**src/rtl/alu_issue_ctrl_pkg.sv**
```systemverilog
// ============================================================================
//  Module   : alu_issue_ctrl_pkg
//  Purpose  : ALU opcodes, ISA constants, FSM/decode types for alu_issue_ctrl
//  Revision : 1.0
// ============================================================================
`default_nettype none

package alu_issue_ctrl_pkg;

    // ALU opcodes shared with the 16-bit ALU
    localparam logic [3:0] OP_ADD  = 4'd0;
    localparam logic [3:0] OP_SUB  = 4'd1;
    localparam logic [3:0] OP_ID   = 4'd2;
    localparam logic [3:0] OP_NAND = 4'd3;
    localparam logic [3:0] OP_NOR  = 4'd4;
    localparam logic [3:0] OP_XNOR = 4'd5;
    localparam logic [3:0] OP_NOT  = 4'd6;
    localparam logic [3:0] OP_AND  = 4'd7;
    localparam logic [3:0] OP_OR   = 4'd8;
    localparam logic [3:0] OP_XOR  = 4'd9;
    localparam logic [3:0] OP_LRS  = 4'd10;
    localparam logic [3:0] OP_ARS  = 4'd11;
    localparam logic [3:0] OP_RR   = 4'd12;
    localparam logic [3:0] OP_LLS  = 4'd13;
    localparam logic [3:0] OP_ALS  = 4'd14;
    localparam logic [3:0] OP_RL   = 4'd15;

    localparam logic [3:0] OPC_RTYPE = 4'd15;
    localparam logic [3:0] OPC_ADI   = 4'd4;
    localparam logic [3:0] OPC_LHI   = 4'd6;
    localparam logic [5:0] FUNC_ADD  = 6'd0;
    localparam logic [5:0] FUNC_WWD  = 6'd28;

    // LHI is executed as imm << LHI_SHAMT on the ALU shifter
    localparam int LHI_SHAMT = 8;

    typedef enum logic [1:0] {
        ST_IDLE = 2'd0,
        ST_EXEC = 2'd1,
        ST_WB   = 2'd2
    } state_t;

    typedef enum logic [2:0] {
        K_ILL = 3'd0,
        K_ADD = 3'd1,
        K_WWD = 3'd2,
        K_ADI = 3'd3,
        K_LHI = 3'd4
    } kind_t;

    function automatic kind_t decode(input logic [15:0] i);
        kind_t k;
        k = K_ILL;
        if (i[15:12] == OPC_RTYPE && i[5:0] == FUNC_ADD)      k = K_ADD;
        else if (i[15:12] == OPC_RTYPE && i[5:0] == FUNC_WWD) k = K_WWD;
        else if (i[15:12] == OPC_ADI)                         k = K_ADI;
        else if (i[15:12] == OPC_LHI)                         k = K_LHI;
        return k;
    endfunction

endpackage

`default_nettype wire

```
**src/rtl/alu_issue_ctrl_reg_file.sv**
```systemverilog
// ============================================================================
//  Module   : reg_file_4x16
//  Purpose  : Register file, 2 async read ports, 1 sync write port, async reset
//  Revision : 1.0
// ============================================================================
`default_nettype none

module reg_file_4x16 #(
    parameter int DATA_W  = 16,
    parameter int RADDR_W = 2
) (
    input  logic               clk,
    input  logic               reset,
    input  logic [RADDR_W-1:0] raddr0,
    input  logic [RADDR_W-1:0] raddr1,
    output logic [DATA_W-1:0]  rdata0,
    output logic [DATA_W-1:0]  rdata1,
    input  logic               wen,
    input  logic [RADDR_W-1:0] waddr,
    input  logic [DATA_W-1:0]  wdata
);

    localparam int DEPTH = 1 << RADDR_W;

    logic [DATA_W-1:0] r_mem [DEPTH];

    always_ff @(posedge clk or posedge reset) begin
        if (reset) begin
            for (int i = 0; i < DEPTH; i++) r_mem[i] <= '0;
        end else if (wen) begin
            r_mem[waddr] <= wdata;
        end
    end

    assign rdata0 = r_mem[raddr0];
    assign rdata1 = r_mem[raddr1];

endmodule

`default_nettype wire

```
**src/rtl/alu_issue_ctrl.sv**
```systemverilog
// ============================================================================
//  Module   : alu_issue_ctrl
//  Purpose  : Non-overlapped issue/writeback controller in front of a 16b ALU
//  Revision : 1.0
// ============================================================================
`default_nettype none

module alu_issue_ctrl
    import alu_issue_ctrl_pkg::*;
#(
    parameter int DATA_W  = 16,
    parameter int RADDR_W = 2,
    parameter int CNT_W   = 16
) (
    input  logic              clk,
    input  logic              reset,
    input  logic              inst_valid,
    output logic              inst_ready,
    input  logic [15:0]       inst,
    output logic [DATA_W-1:0] alu_a,
    output logic [DATA_W-1:0] alu_b,
    output logic              alu_cin,
    output logic [3:0]        alu_op,
    input  logic [DATA_W-1:0] alu_c,
    input  logic              alu_cout,
    output logic [DATA_W-1:0] output_port,
    output logic              carry_flag,
    output logic              done,
    output logic              illegal,
    output logic [CNT_W-1:0]  num_inst
);

    state_t            r_state;
    kind_t             r_kind;
    logic [15:0]       r_inst;
    logic [DATA_W-1:0] r_result;
    logic              r_cout;

    kind_t              w_kind;
    logic [DATA_W-1:0]  w_rdata0;
    logic [DATA_W-1:0]  w_rdata1;
    logic [DATA_W-1:0]  w_imm_sext;
    logic [DATA_W-1:0]  w_imm_zext;
    logic               w_wen;
    logic [RADDR_W-1:0] w_waddr;

    assign w_kind     = decode(inst);
    assign w_imm_sext = {{(DATA_W-8){inst[7]}}, inst[7:0]};
    assign w_imm_zext = {{(DATA_W-8){1'b0}}, inst[7:0]};

    assign w_wen   = (r_state == ST_WB) &&
                     (r_kind == K_ADD || r_kind == K_ADI || r_kind == K_LHI);
    assign w_waddr = (r_kind == K_ADD) ? RADDR_W'(r_inst[7:6]) : RADDR_W'(r_inst[9:8]);

    // Operands are read off the incoming inst; the file is stable while IDLE
    reg_file_4x16 #(
        .DATA_W  (DATA_W),
        .RADDR_W (RADDR_W)
    ) u_rf (
        .clk    (clk),
        .reset  (reset),
        .raddr0 (RADDR_W'(inst[11:10])),
        .raddr1 (RADDR_W'(inst[9:8])),
        .rdata0 (w_rdata0),
        .rdata1 (w_rdata1),
        .wen    (w_wen),
        .waddr  (w_waddr),
        .wdata  (r_result)
    );

    assign inst_ready = (r_state == ST_IDLE);
    assign alu_cin    = 1'b0;

    always_ff @(posedge clk or posedge reset) begin
        if (reset) begin
            r_state     <= ST_IDLE;
            r_kind      <= K_ILL;
            r_inst      <= '0;
            r_result    <= '0;
            r_cout      <= 1'b0;
            alu_a       <= '0;
            alu_b       <= '0;
            alu_op      <= '0;
            output_port <= '0;
            carry_flag  <= 1'b0;
            done        <= 1'b0;
            illegal     <= 1'b0;
            num_inst    <= '0;
        end else begin
            done    <= 1'b0;
            illegal <= 1'b0;
            case (r_state)
                ST_IDLE: begin
                    if (inst_valid) begin
                        r_inst  <= inst;
                        r_kind  <= w_kind;
                        r_state <= ST_EXEC;
                        // ALU drive is registered so it is valid for all of EXEC
                        case (w_kind)
                            K_ADD: begin
                                alu_a  <= w_rdata0;
                                alu_b  <= w_rdata1;
                                alu_op <= OP_ADD;
                            end
                            K_WWD: begin
                                alu_a  <= w_rdata0;
                                alu_op <= OP_ID;
                            end
                            K_ADI: begin
                                alu_a  <= w_rdata0;
                                alu_b  <= w_imm_sext;
                                alu_op <= OP_ADD;
                            end
                            K_LHI: begin
                                alu_a  <= w_imm_zext;
                                alu_b  <= DATA_W'(LHI_SHAMT);
                                alu_op <= OP_LLS;
                            end
                            default: begin
                            end
                        endcase
                    end
                end
                ST_EXEC: begin
                    r_result <= alu_c;
                    r_cout   <= alu_cout;
                    r_state  <= ST_WB;
                end
                ST_WB: begin
                    r_state  <= ST_IDLE;
                    done     <= 1'b1;
                    illegal  <= (r_kind == K_ILL);
                    num_inst <= num_inst + 1'b1;
                    if (r_kind == K_WWD) output_port <= r_result;
                    if (r_kind == K_ADD || r_kind == K_ADI) carry_flag <= r_cout;
                end
                default: r_state <= ST_IDLE;
            endcase
        end
    end

endmodule

`default_nettype wire
```
**config.mk**
```make
export PLATFORM = sky130hd
export DESIGN_NAME = alu_issue_ctrl
export DESIGN_NICKNAME = d
export VERILOG_FILES = /design/src/rtl/alu_issue_ctrl_pkg.sv /design/src/rtl/alu_issue_ctrl_reg_file.sv /design/src/rtl/alu_issue_ctrl.sv
export SDC_FILE = /design/constraint.sdc
export NUM_CORES = 1
export LEC_CHECK = 0
export BUFFER_PORTS_ARGS = -buffer_cell sky130_fd_sc_hd__buf_2
export CAP_MARGIN = 20
export CORE_UTILIZATION = 38
export DETAILED_ROUTE_END_ITERATION = 8
export GPL_TIMING_DRIVEN = 0
export PLACE_DENSITY = 0.54
export SETUP_SLACK_MARGIN = 0.05
export SLEW_MARGIN = 20
export SYNTH_ARGS = -nofsm -noshare
export SYNTH_HDL_FRONTEND = slang
export SYNTH_SLANG_ARGS = --single-unit
export TNS_END_PERCENT = 10
```
**constraint.sdc**
```tcl
create_clock -name clk -period 7.1 [get_ports clk]
set_input_delay 1.065 -clock clk [delete_from_list [all_inputs] [get_ports clk]]
set_output_delay 1.065 -clock clk [all_outputs]
set_load 0.005 [all_outputs]
```
# Word-level counts from Yosys, hierarchy flattened
# Index checks and enable logic that the tools add are counted.
[word_totals] memories=0 latchBits=0 regBits=167 output_inout_bits=73 word_cells=81 inputBits=36 mem_bits_rw=0 mem_bits_ro=0
[op_classes] addsub=1 n_mux=21 magnitude_cmp=4 shift=0 n_reduce_logical=20 bitwise_logic=3 eq_ne=15 mul=0 div=0
[ops] cell="16-bit two-way mux" count=5
[ops] cell="16-bit binary-select mux with 2-bit select" count=2
[ops] cell="64-bit bitwise mux" count=1
[ops] cell="16-bit case mux with 3 select lines" count=1
[ops] cell="16-bit demux with 2-bit select" count=1
[ops] cell="16-bit case mux with 2 select lines" count=1
[ops] cell="16-bit by 1-bit adder with 16-bit output (second input constant)" count=1
[ops] cell="3-bit by 2-bit equality test with 1-bit output (second input constant)" count=4
[ops] cell="3-bit two-way mux" count=4
[ops] cell="4-bit case mux with 3 select lines" count=1
[ops] cell="3-bit >= comparator (second input constant)" count=3
[ops] cell="2-bit NOT with 3-bit output" count=3
[ops] cell="3-bit AND reduction" count=3
[ops] cell="4-bit by 3-bit equality test with 1-bit output (second input constant)" count=2
[ops] cell="3-bit by 1-bit equality test with 1-bit output (second input constant)" count=2
[ops] cell="3-bit equality test (second input constant)" count=2
[ops] cell="6-bit by 5-bit equality test with 1-bit output (second input constant)" count=1
[ops] cell="6-bit logical NOT" count=1
[ops] cell="2-bit AND reduction" count=3
[ops] cell="3-bit nonzero test" count=2
[ops] cell="4-bit equality test (second input constant)" count=1
[ops] cell="1-bit logical AND" count=4
[ops] cell="2-bit two-way mux" count=2
[ops] cell="2-bit case mux with 2 select lines" count=1
[ops] cell="11 further kinds" count=13

# Logic depth before layout (Yosys ltp)
# Gate-level depths: netlist of the first run.
[logic_depth] ltp_word=9 depth_mapped=6 ltp_nobuf=5

# Hierarchy
# A second synthesis of the first run with hierarchy kept.
[unflattened] hier_cells=502 hier_area_um2=7300.8
[by_module_without_submodules] module="alu_issue_ctrl" cells_each=325 area_per_inst_um2=4120.2 instances=1 seq_area_each_um2=2377.3
[by_module_without_submodules] module="reg_file_4x16" cells_each=177 area_per_inst_um2=3180.6 instances=1 seq_area_each_um2=1601.5

# Worst setup path after synthesis of the first run
# OpenSTA, ideal clock, no wires.
[synth_path] path_kind="input-to-reg" startpoint="input port inst[12]" endpoint="register alu_a[0]" n_path_buf=1 stages=4 setup_slack_ps=4526 arrival_time_ps=2449 t_required_ps=6975 setup_ps=125 cell_sequence="or3b_2 clkbuf_1 a21oi_2 mux2_2"
[synth_between] elab_chain_len=9 elab_cells_between_ends=17 cone_classes="eq/ne: 7; mux: 5; reduce/logical: 5"
[synth_rtl] item="start: declaration" line_no="alu_issue_ctrl.sv:19" text="input logic [15:0] inst,"
[synth_rtl] item="4-bit by 3-bit equality test with 1-bit output" line_no="alu_issue_ctrl_pkg.sv:57" text="else if (i[15:12] == OPC_LHI) k = K_LHI;"
[synth_rtl] item="3-bit two-way mux" line_no="alu_issue_ctrl_pkg.sv:57"
[synth_rtl] item="3-bit two-way mux" line_no="alu_issue_ctrl_pkg.sv:56" text="else if (i[15:12] == OPC_ADI) k = K_ADI;"
[synth_rtl] item="3-bit two-way mux" line_no="alu_issue_ctrl_pkg.sv:55" text="else if (i[15:12] == OPC_RTYPE && i[5:0] == FUNC_WWD) k = K_WWD;"
[synth_rtl] item="3-bit two-way mux *" line_no="alu_issue_ctrl_pkg.sv:54" text="if (i[15:12] == OPC_RTYPE && i[5:0] == FUNC_ADD) k = K_ADD;"
[synth_rtl] item="3-bit by 2-bit equality test with 1-bit output or 3-bit by 1-bit equality test with 1-bit output (tied branches)" line_no="alu_issue_ctrl.sv:99" text="case (w_kind)"
[synth_rtl] item="3-bit OR reduction (no source line)"
[synth_rtl] item="2-bit nonzero test (no source line)"
[synth_rtl] item="3-bit AND reduction (no source line)"
[synth_rtl] item="end signal: assignment" line_no="alu_issue_ctrl.sv:101" text="alu_a <= w_rdata0;"
[synth_rtl] item="end signal: assignment" line_no="alu_issue_ctrl.sv:106" text="alu_a <= w_rdata0;"
[synth_rtl] item="end signal: assignment" line_no="alu_issue_ctrl.sv:110" text="alu_a <= w_rdata0;"
[synth_rtl] item="end: declaration" line_no="alu_issue_ctrl.sv:20" text="output logic [DATA_W-1:0] alu_a,"
# Mark *: on every way between the ends. The rest lies on a longest branch, timed or not.
# A chain may end at the register's enable or synchronous reset.

# Worst setup path after layout of the first run
[layout_path] startpoint="input port inst[8]" endpoint="register alu_b[9]"
[layout_between] elab_chain_len=5
[layout_rtl] item="2-bit NOT with 3-bit output (implied by the code)" line_no="alu_issue_ctrl_reg_file.sv:36" text="assign rdata1 = r_mem[raddr1];"
[layout_rtl] item="16-bit binary-select mux with 2-bit select" line_no="alu_issue_ctrl_reg_file.sv:36"
[layout_rtl] item="16-bit two-way mux (implied by the code) (2 in a row)" line_no="alu_issue_ctrl_reg_file.sv:36"
[layout_rtl] item="16-bit case mux with 3 select lines" line_no="alu_issue_ctrl.sv:99"
[layout_rtl] item="end signal: assignment" line_no="alu_issue_ctrl.sv:102" text="alu_b <= w_rdata1;"
[layout_rtl] item="end signal: assignment" line_no="alu_issue_ctrl.sv:111" text="alu_b <= w_imm_sext;"
[layout_rtl] item="end signal: assignment" line_no="alu_issue_ctrl.sv:116" text="alu_b <= DATA_W'(LHI_SHAMT);"
[layout_rtl] item="end: declaration" line_no="alu_issue_ctrl.sv:21" text="output logic [DATA_W-1:0] alu_b,"
# No other way between the ends. The select of a mux whose other input is x is not followed.

==> results of run 1 <==
synth_stat cells (all sizes together), types with 4 or more instances:
| master | n |
|---|---|
| a21oi | 12 |
| and3 | 6 |
| buf | 15 |
| clkbuf | 10 |
| dfrtp | 159 |
| inv | 21 |
| mux2 | 121 |
| mux2i | 21 |
| mux4 | 32 |
| nand2 | 42 |
| nand2b | 7 |
| nand3 | 5 |
| nand4 | 4 |
| nor2 | 8 |
| nor3 | 7 |
| nor3b | 5 |
| o21ai | 7 |
| xnor2 | 10 |
| xor2 | 5 |
worst max-delay path: stages:
cell and delay [ns]:
clkbuf_1 0.52, clkbuf_1 0.69, mux4_2 0.42, a21oi_1 0.22, mux2i_1 0.10
worst min-delay path by stage:
| stage | end | start | depth (start not counted) |
|---|---|---|---|
| floorplan | r_inst[6] | r_inst[6] | 2 |
| global placement | num_inst[15] | num_inst[15] | 1 |
| detailed placement | num_inst[15] | num_inst[15] | 1 |
| CTS | num_inst[15] | num_inst[15] | 1 |
| global route | num_inst[15] | num_inst[15] | 1 |
| finish | num_inst[15] | num_inst[15] | 1 |
layer usage:
metal | wire length, µm | up-vias | part of all wire
met5 | 0 | - | 0
met4 | 299 | 0 | 0.017
met3 | 645 | 22 | 0.037
met2 | 8520 | 100 | 0.49
met1 | 7910 | 2412 | 0.46
li1 | - | 2092 | -
where the power goes:
part,total [mW],switching [mW],internal (mW)
logic,0.894,0.333,0.561
clock network,0.903,0.409,0.495
registers,1.51,0.262,1.25
cell families (layout without fill, tap and decap cells):
family	count (synthesis)	count (layout)	share of synthesized area
XOR/XNOR	15	15	0.0178
flip-flops	159	159	0.538
AO/OA/AOI/OAI	24	24	0.0185
other	1	1	0.000507
AND/OR/NAND/NOR	92	92	0.0675
adder cells (fa/ha/maj)	1	1	0.00169
multiplexers	174	174	0.321
buffers and inverters	48	184	0.0347
cell type report:
type / count / area share
multi-input cells: 307 / 0.357
clock inverters: 15 / 0.0168
plain buffers: 25 / 0.0192
inverters: 23 / 0.0106
clock buffers: 17 / 0.0481
repair buffers: 104 / 0.0614
flip-flops and latches: 159 / 0.450
well taps: 260 / 0.0368
flip-flops by register name, indices dropped and copies added, names as in the netlist, 2 cells and up:
signal and count:
num_inst 16, r_kind 3, alu_b 16, alu_a 16, u_rf.r_mem 64, alu_op 2, r_inst 4, output_port 16
r_result 16, r_state 2
metrics by stage:
stage	instances	worst slack (ns)	hold WS (ns)
2_1_floorplan	514	1.74	0.462
3_3_place_gp	877	0.00762	0.458
3_5_place_dp	878	3.90	0.454
4_1_cts	910	4.36	0.466
5_1_grt	910	4.30	0.492
6_report	910	4.38	0.457
==> results.sh, run 1 <==
export IMPL_status="complete, no violations"
export IMPL_post_dp_cell_area_um2=8270
export IMPL_finalHoldViolCount=0
export IMPL_ios=109
export IMPL_setup_tns_ns=0
export IMPL_ant_nets=0
export IMPL_slew_viol_final=0
export IMPL_area_growth_syn_to_layout_pct=19.6
export IMPL_r2r_cells=5
export IMPL_synthDistinctLibCells=45
export IMPL_drc=0
export IMPL_fmax_mhz=368
export IMPL_hold_buffers=0
export IMPL_reg2reg_to="u_rf.r_mem[16]"
export IMPL_die_w_um=141
export IMPL_gp_congestion=0.781
export IMPL_skew_ns=0.00904
export IMPL_clk_pin_slew_ns=0.06
export IMPL_end_kind="register"
export IMPL_start_kind="input pin"
export IMPL_gr_total_overflow=0
export IMPL_dr_pass1_iters=4
export IMPL_core_area_um2=18900
export IMPL_path_max_fanout=10
export IMPL_peakVddDrop_v=0.000181
export IMPL_via_per_inst=5.08
export IMPL_dp_hpwl_um=11900
export IMPL_grtUsageMet3=0.0378
export IMPL_post_cts_buffers=0
export IMPL_track_usage=0.186
export IMPL_synth_nets=551
export IMPL_layout_common_cells="159 x dfrtp_1, 108 x buf_2, 101 x mux2_2"
export IMPL_crit_path_start="inst[8]"
export IMPL_h_tree_depth=4
export IMPL_fillers=1757
export IMPL_port_buffers=103
export IMPL_layout_min_cycle_time_ns=2.72
export IMPL_power_mw=3.31
export IMPL_synth_main_ff_cell="dfrtp_1"
export IMPL_crit_required_ns=7.41
export IMPL_synth_seq_cells=159
export IMPL_cts_tree="yes"
export IMPL_die_area_um2=20000
export IMPL_regArea_um2=3980
export IMPL_die_h_um=141
export IMPL_drv_cap=0
export IMPL_rsz0062_at_grt="false"
export IMPL_antenna_found_initial=0
export IMPL_synth_top_area_frac=0.538
export IMPL_cts_path_max_buffers=2
export IMPL_wl_per_cell_um=19.1
export IMPL_initialDrtViolationCount=266
export IMPL_fin_area_um2=8840
export IMPL_worst_skew_pair_late_latency_ns=0.44
export IMPL_async_flop_share=1.00
export IMPL_grt_use_met2=0.299
export IMPL_worstSetupEndpoint="alu_b[9]"
export IMPL_cts_resized=0
export IMPL_postSynthCellCount=514
export IMPL_final_common_cell="dfrtp_1"
export IMPL_wl_um=17400
export IMPL_reg2reg_from="r_kind[0]"
export IMPL_grt_pass1_wl_um=27600
export IMPL_setup_viol=0
export IMPL_min_path_type="reg2reg"
export IMPL_min_period_over_period=0.383
export IMPL_regToRegSetupSlack_ns=4.72
export IMPL_synth_warnings=0
export IMPL_ys_seq_area_frac=0.538
export IMPL_drive_gt1_frac=0.483
export IMPL_worst_pin_slew_ns=0.919
export IMPL_multiInputGateArea_um2=3160
export IMPL_powerDensity_nw_per_um2=374
export IMPL_slew_headroom=0.385
export IMPL_avgSynthCellArea_um2=14.4
export IMPL_yosysTopAreaCell="dfrtp_1"
export IMPL_grt_pass1_vias=4942
export IMPL_leakagePower_nw=4.11
export IMPL_start_util=0.391
export IMPL_critPathKind="in2reg"
export IMPL_grt_max_degree=90
export IMPL_cts_sinks=159
export IMPL_final_nets=674
export IMPL_synth_edff_count=0
export IMPL_antenna_diode_count=0
export IMPL_clock_root_buffer="clkbuf_16"
export IMPL_synth_area_leaders="dfrtp_1 54%, mux2_2 15%, mux4_2 9.8%"
export IMPL_utilization=0.468
export IMPL_vias=4626
export IMPL_cts_buffers=17
export IMPL_rows=50
export IMPL_crit_arrival_ns=3.02
export IMPL_grtUsageMet1=0.249
export IMPL_synth_area_um2=7390
export IMPL_gr_max_usage_layer="met2"
Power figures use the tool's default switching activity.
==> run 2: changes to the inputs <==
- PLACE_DENSITY: 0.54 -> 0.56
- clock period: 7.1 -> 2.45 ns (I/O delays scaled with it)
==> results.sh, run 2 (same netlist as run 1, synthesis figures left out) <==
export IMPL_status="complete, no violations"
export IMPL_path_max_fanout=10
export IMPL_powerDensity_nw_per_um2=1100
export IMPL_skew_ns=0.0105
export IMPL_start_util=0.391
export IMPL_regMostFlops="u_rf.r_mem"
export IMPL_cts_resized=0
export IMPL_min_path_type="in2reg"
export IMPL_worst_pin_slew_ns=0.791
export IMPL_core_area_um2=18900
export IMPL_port_buffers=103
export IMPL_wl_um=17200
export IMPL_fmax_mhz=434
export IMPL_grt_pass1_wl_um=27600
export IMPL_vias=4615
export IMPL_antenna_diode_count=0
export IMPL_worstPathCellList="nor3b_4, mux2i_2, nand3_2, buf_6, mux2_2"
export IMPL_utilization=0.476
export IMPL_crit_required_ns=2.76
export IMPL_clock_root_buffer="clkbuf_16"
export IMPL_dp_hpwl_um=12200
export IMPL_cts_path_max_buffers=2
export IMPL_finalHoldViolCount=0
export IMPL_gp_congestion=0.786
export IMPL_largest_reg_flops=64
export IMPL_post_cts_buffers=0
export IMPL_track_usage=0.186
export IMPL_cts_sinks=159
export IMPL_peakVddDrop_v=0.000524
export IMPL_cts_tree="yes"
export IMPL_drc=0
export IMPL_rows=50
export IMPL_power_mw=9.84
export IMPL_leakagePower_nw=4.17
export IMPL_grt_max_degree=34
export IMPL_cts_buffers=17
export IMPL_die_h_um=141
export IMPL_drv_cap=0
export IMPL_clk_pin_slew_ns=0.07
export IMPL_antenna_found_initial=0
export IMPL_final_common_cell="dfrtp_1"
export IMPL_crit_arrival_ns=2.61
export IMPL_initialDrtViolationCount=163
export IMPL_via_per_inst=5.05
export IMPL_final_cells=914
export IMPL_worst_skew_pair_late_latency_ns=0.43
export IMPL_drive_gt1_frac=0.485
export IMPL_rsz0062_at_grt="true"
export IMPL_layout_min_cycle_time_ns=2.30
export IMPL_ant_nets=0
export IMPL_end_kind="register"
export IMPL_cp_top_family="multiplexers"
export IMPL_grt_pass1_vias=4926
export IMPL_die_area_um2=20000
export IMPL_critPathKind="reg2reg"
export IMPL_area_growth_syn_to_layout_pct=21.6
export IMPL_dr_pass1_iters=4
export IMPL_start_kind="register"
export IMPL_die_w_um=141
export IMPL_min_period_over_period=0.940
export IMPL_slew_headroom=0.470
export IMPL_slowest_stage="mux2i_2"
export IMPL_gr_total_overflow=0
export IMPL_ios=109
export IMPL_wl_per_cell_um=18.9
export IMPL_slew_viol_final=0
export IMPL_layout_common_cells="159 x dfrtp_1, 108 x buf_2, 101 x mux2_2"
export IMPL_dp_cells=882
export IMPL_slowest_delay_ns=0.49
export IMPL_crit_buf_inv=1
export IMPL_final_nets=679
export IMPL_h_tree_depth=4
export IMPL_setup_viol=0
-- run 2: changes by cell type in the layout (fill, tap and decap cells not counted) --
cell / previous run / this run
bufinv_16: 1 / 4
clkinvlp_4: 1 / 3
inv_6: 7 / 1
clkinv_2: 2 / 1
inv_8: 3 / 0
buf_12: 2 / 6
clkinv_4: 2 / 4
dlygate4sd3_1: 0 / 1
clkbuf_8: 0 / 2
-- run 2: layout make-up --
type / instances / area, µm²
Tap cell: 260 / 325
Multi-Input combinational cell: 307 / 3160
Clock inverter: 12 / 184
Buffer: 25 / 170
Clock buffer: 19 / 453
Timing Repair Buffer: 109 / 633
Fill cell: 1704 / 9900
Inverter: 23 / 90.1
Sequential cell: 159 / 3980
-- run 2: per-layer routing --
layer,track usage,share of wire
met3,0.0418,0.043
met5,0,0
met1,0.243,0.45
met4,0.0628,0.013
met2,0.306,0.49
-- run 2: repair_timing --
action | CTS | global route
hold buffers | 1 | 0
hold endpoints to repair | 8 | 0
setup endpoints to repair | 0 | 30
-- run 2: through the flow --
| step | hold slack (ns) | TNS, ns | worst slack [ns] | instance area [µm²] |
|---|---|---|---|---|
| after floorplan | 0.462 | 0 | 0.0676 | 7390 |
| after global placement | 0.460 | -138.83 | -0.889 | 8240 |
| after detailed placement | 0.451 | -0.337 | -0.103 | 8340 |
| after CTS | 0.156 | 0 | 0.0508 | 8990 |
| after global routing | 0.156 | 0 | 0.0236 | 8990 |
| final | 0.173 | 0 | 0.146 | 8990 |
-- run 2: where the power goes --
part / total (mW) / switching [mW] / internal, mW
clock network: 2.86 / 1.09 / 1.76
registers: 4.38 / 0.758 / 3.62
logic: 2.61 / 0.970 / 1.64
total: 9.84 / 2.82 / 7.02
-- run 2: path summary, 6_finish.rpt --
check | from | end | slack, ns | depth (start not counted)
max | r_kind[0] | u_rf.r_mem[48] | 0.15 | 5
min | alu_c[8] | r_result[8] | 0.17 | 2
max reg2reg | r_kind[0] | u_rf.r_mem[48] | 0.15 | 5
min reg2reg | num_inst[15] | num_inst[15] | 0.46 | 1
max in group asynchronous | reset | u_rf.r_mem[49] | 1.15 | 5
min in group asynchronous | reset | r_cout | 0.54 | 3
==> run 3: changes to the inputs <==
- CELL_PAD_IN_SITES_DETAIL_PLACEMENT: unset -> 1
- CELL_PAD_IN_SITES_GLOBAL_PLACEMENT: unset -> 2
- CORE_UTILIZATION: 38 -> 36
- PLACE_DENSITY: 0.56 -> 0.73
==> results.sh, run 3 (same netlist as run 1, synthesis figures left out) <==
export IMPL_dp_hpwl_um=12900
export IMPL_core_area_um2=20200
export IMPL_ios=109
export IMPL_gr_total_overflow=0
export IMPL_setup_viol=0
export IMPL_seqPwrFrac=0.449
export IMPL_pwr_share_clk=0.282
export IMPL_final_cells=924
export IMPL_min_path_type="in2async"
export IMPL_p_switching_mw=2.97
export IMPL_worst_pin_slew_ns=0.971
export IMPL_utilization=0.445
export IMPL_die_area_um2=21100
export IMPL_regMostFlops="u_rf.r_mem"
export IMPL_slew_viol_final=0
export IMPL_die_w_um=145
export IMPL_wl_per_cell_um=19.7
export IMPL_finalHoldViolCount=0
export IMPL_start_kind="register"
export IMPL_post_cts_buffers=0
export IMPL_layout_common_cells="156 x dfrtp_1, 108 x buf_2, 101 x mux2_2"
export IMPL_slowest_stage="dfrtp_2"
export IMPL_antenna_found_initial=0
export IMPL_ant_nets=0
export IMPL_start_util=0.366
export IMPL_fmax_mhz=430
export IMPL_rsz0062_at_grt="true"
export IMPL_worst_skew_pair_late_latency_ns=0.44
export IMPL_hold_buffers=0
export IMPL_fin_area_um2=8980
export IMPL_drc=0
export IMPL_via_per_inst=5.08
export IMPL_critPathKind="reg2reg"
export IMPL_die_h_um=145
export IMPL_cts_buffers=17
export IMPL_crit_arrival_ns=2.64
export IMPL_powerDensity_nw_per_um2=1090
export IMPL_end_kind="register"
export IMPL_grt_max_degree=35
export IMPL_reg2reg_to="u_rf.r_mem[19]"
export IMPL_place_ws_ns=-0.0427
export IMPL_port_buffers=103
export IMPL_fin_ws_ns=0.127
export IMPL_worstPathCellList="nor3b_4, mux2_2, nor3_4, buf_12, mux2_4"
export IMPL_final_common_cell="dfrtp_1"
export IMPL_status="complete, no violations"
export IMPL_layout_min_cycle_time_ns=2.32
export IMPL_area_growth_syn_to_layout_pct=21.6
export IMPL_cts_sinks=159
export IMPL_gp_congestion=0.766
export IMPL_regToRegSetupSlack_ns=0.13
export IMPL_antenna_diode_count=0
export IMPL_multiInputGateArea_um2=3160
export IMPL_p_comb_frac=0.268
export IMPL_dr_pass1_iters=5
export IMPL_regArea_um2=3980
export IMPL_setup_tns_ns=0
export IMPL_cts_path_max_buffers=2
export IMPL_grt_pass1_wl_um=29900
export IMPL_cts_tree="yes"
export IMPL_drive_gt1_frac=0.491
export IMPL_cp_top_family="simple AND/OR/NAND/NOR gates"
export IMPL_post_dp_cell_area_um2=8360
export IMPL_leakagePower_nw=4.16
export IMPL_r2r_cells=5
export IMPL_track_usage=0.187
export IMPL_final_nets=678
export IMPL_drv_cap=0
export IMPL_h_tree_depth=4
export IMPL_crit_buf_inv=1
export IMPL_cp_depth=5
export IMPL_grt_pass1_vias=5239
export IMPL_path_max_fanout=10
export IMPL_switching_share=0.303
export IMPL_rows=52
export IMPL_largest_reg_flops=64
export IMPL_initialDrtViolationCount=175
export IMPL_vias=4692
export IMPL_skew_ns=0.00985
export IMPL_dp_cells=892
export IMPL_clk_pin_slew_ns=0.06
export IMPL_slowest_delay_ns=0.45
export IMPL_peakVddDrop_v=0.000528
export IMPL_reg2reg_from="r_kind[1]"
export IMPL_clock_root_buffer="clkbuf_16"
export IMPL_slew_headroom=0.350
export IMPL_crit_required_ns=2.77
export IMPL_wl_um=18200
export IMPL_p_int_mw=6.84
export IMPL_fillers=2137
export IMPL_power_mw=9.81
export IMPL_min_period_over_period=0.948
export IMPL_hold_slack_ns=0.0479
-- run 3: cell types whose count changed in the layout (fill, tap and decap cells not counted), moves of 2 or more --
cell and delta:
dfrtp_1 -3, clkinv_4 -3, inv_8 +3, bufinv_16 -2, inv_6 +5, dfrtp_2 +3
-- run 3: worst max path at each step --
| stage | from | to | slack [ns] |
|---|---|---|---|
| finish | r_kind[1] | u_rf.r_mem[19] | 0.13 |
| global route | r_kind[1] | u_rf.r_mem[19] | 0.05 |
| CTS | r_kind[0] | u_rf.r_mem[19] | 0.05 |
| detailed placement | inst[0] | alu_b[9] | -0.04 |
| global placement | reset | output_port[0] | -0.92 |
| floorplan | reset | alu_a[0] | 0.07 |
-- run 3: cell type report --
class,instances,area share
plain buffers,25,0.0189
clock buffers,18,0.0489
clock inverters,14,0.0189
inverters,23,0.0100
multi-input cells,307,0.352
flip-flops and latches,159,0.443
well taps,270,0.0376
repair buffers,108,0.0702
-- run 3: timing repair --
action	CTS	global route
resized for setup	0	5
setup endpoints to repair	0	40
hold endpoints to repair	0	0
-- run 3: power groups by stage --
stage,registers [mW],clock network (mW),logic (mW)
2_1_floorplan,4.23,0,1.77
6_report,4.41,2.77,2.63
5_1_grt,4.56,2.94,2.90
3_5_place_dp,4.44,0,2.66
3_3_place_gp,4.33,0,2.55
4_1_cts,4.40,2.83,2.68
-- run 3: layer usage --
layer	share of wire	GRT usage
met3	0.027	0.0349
met2	0.50	0.310
met5	0	0
met4	0.020	0.0737
met1	0.45	0.242
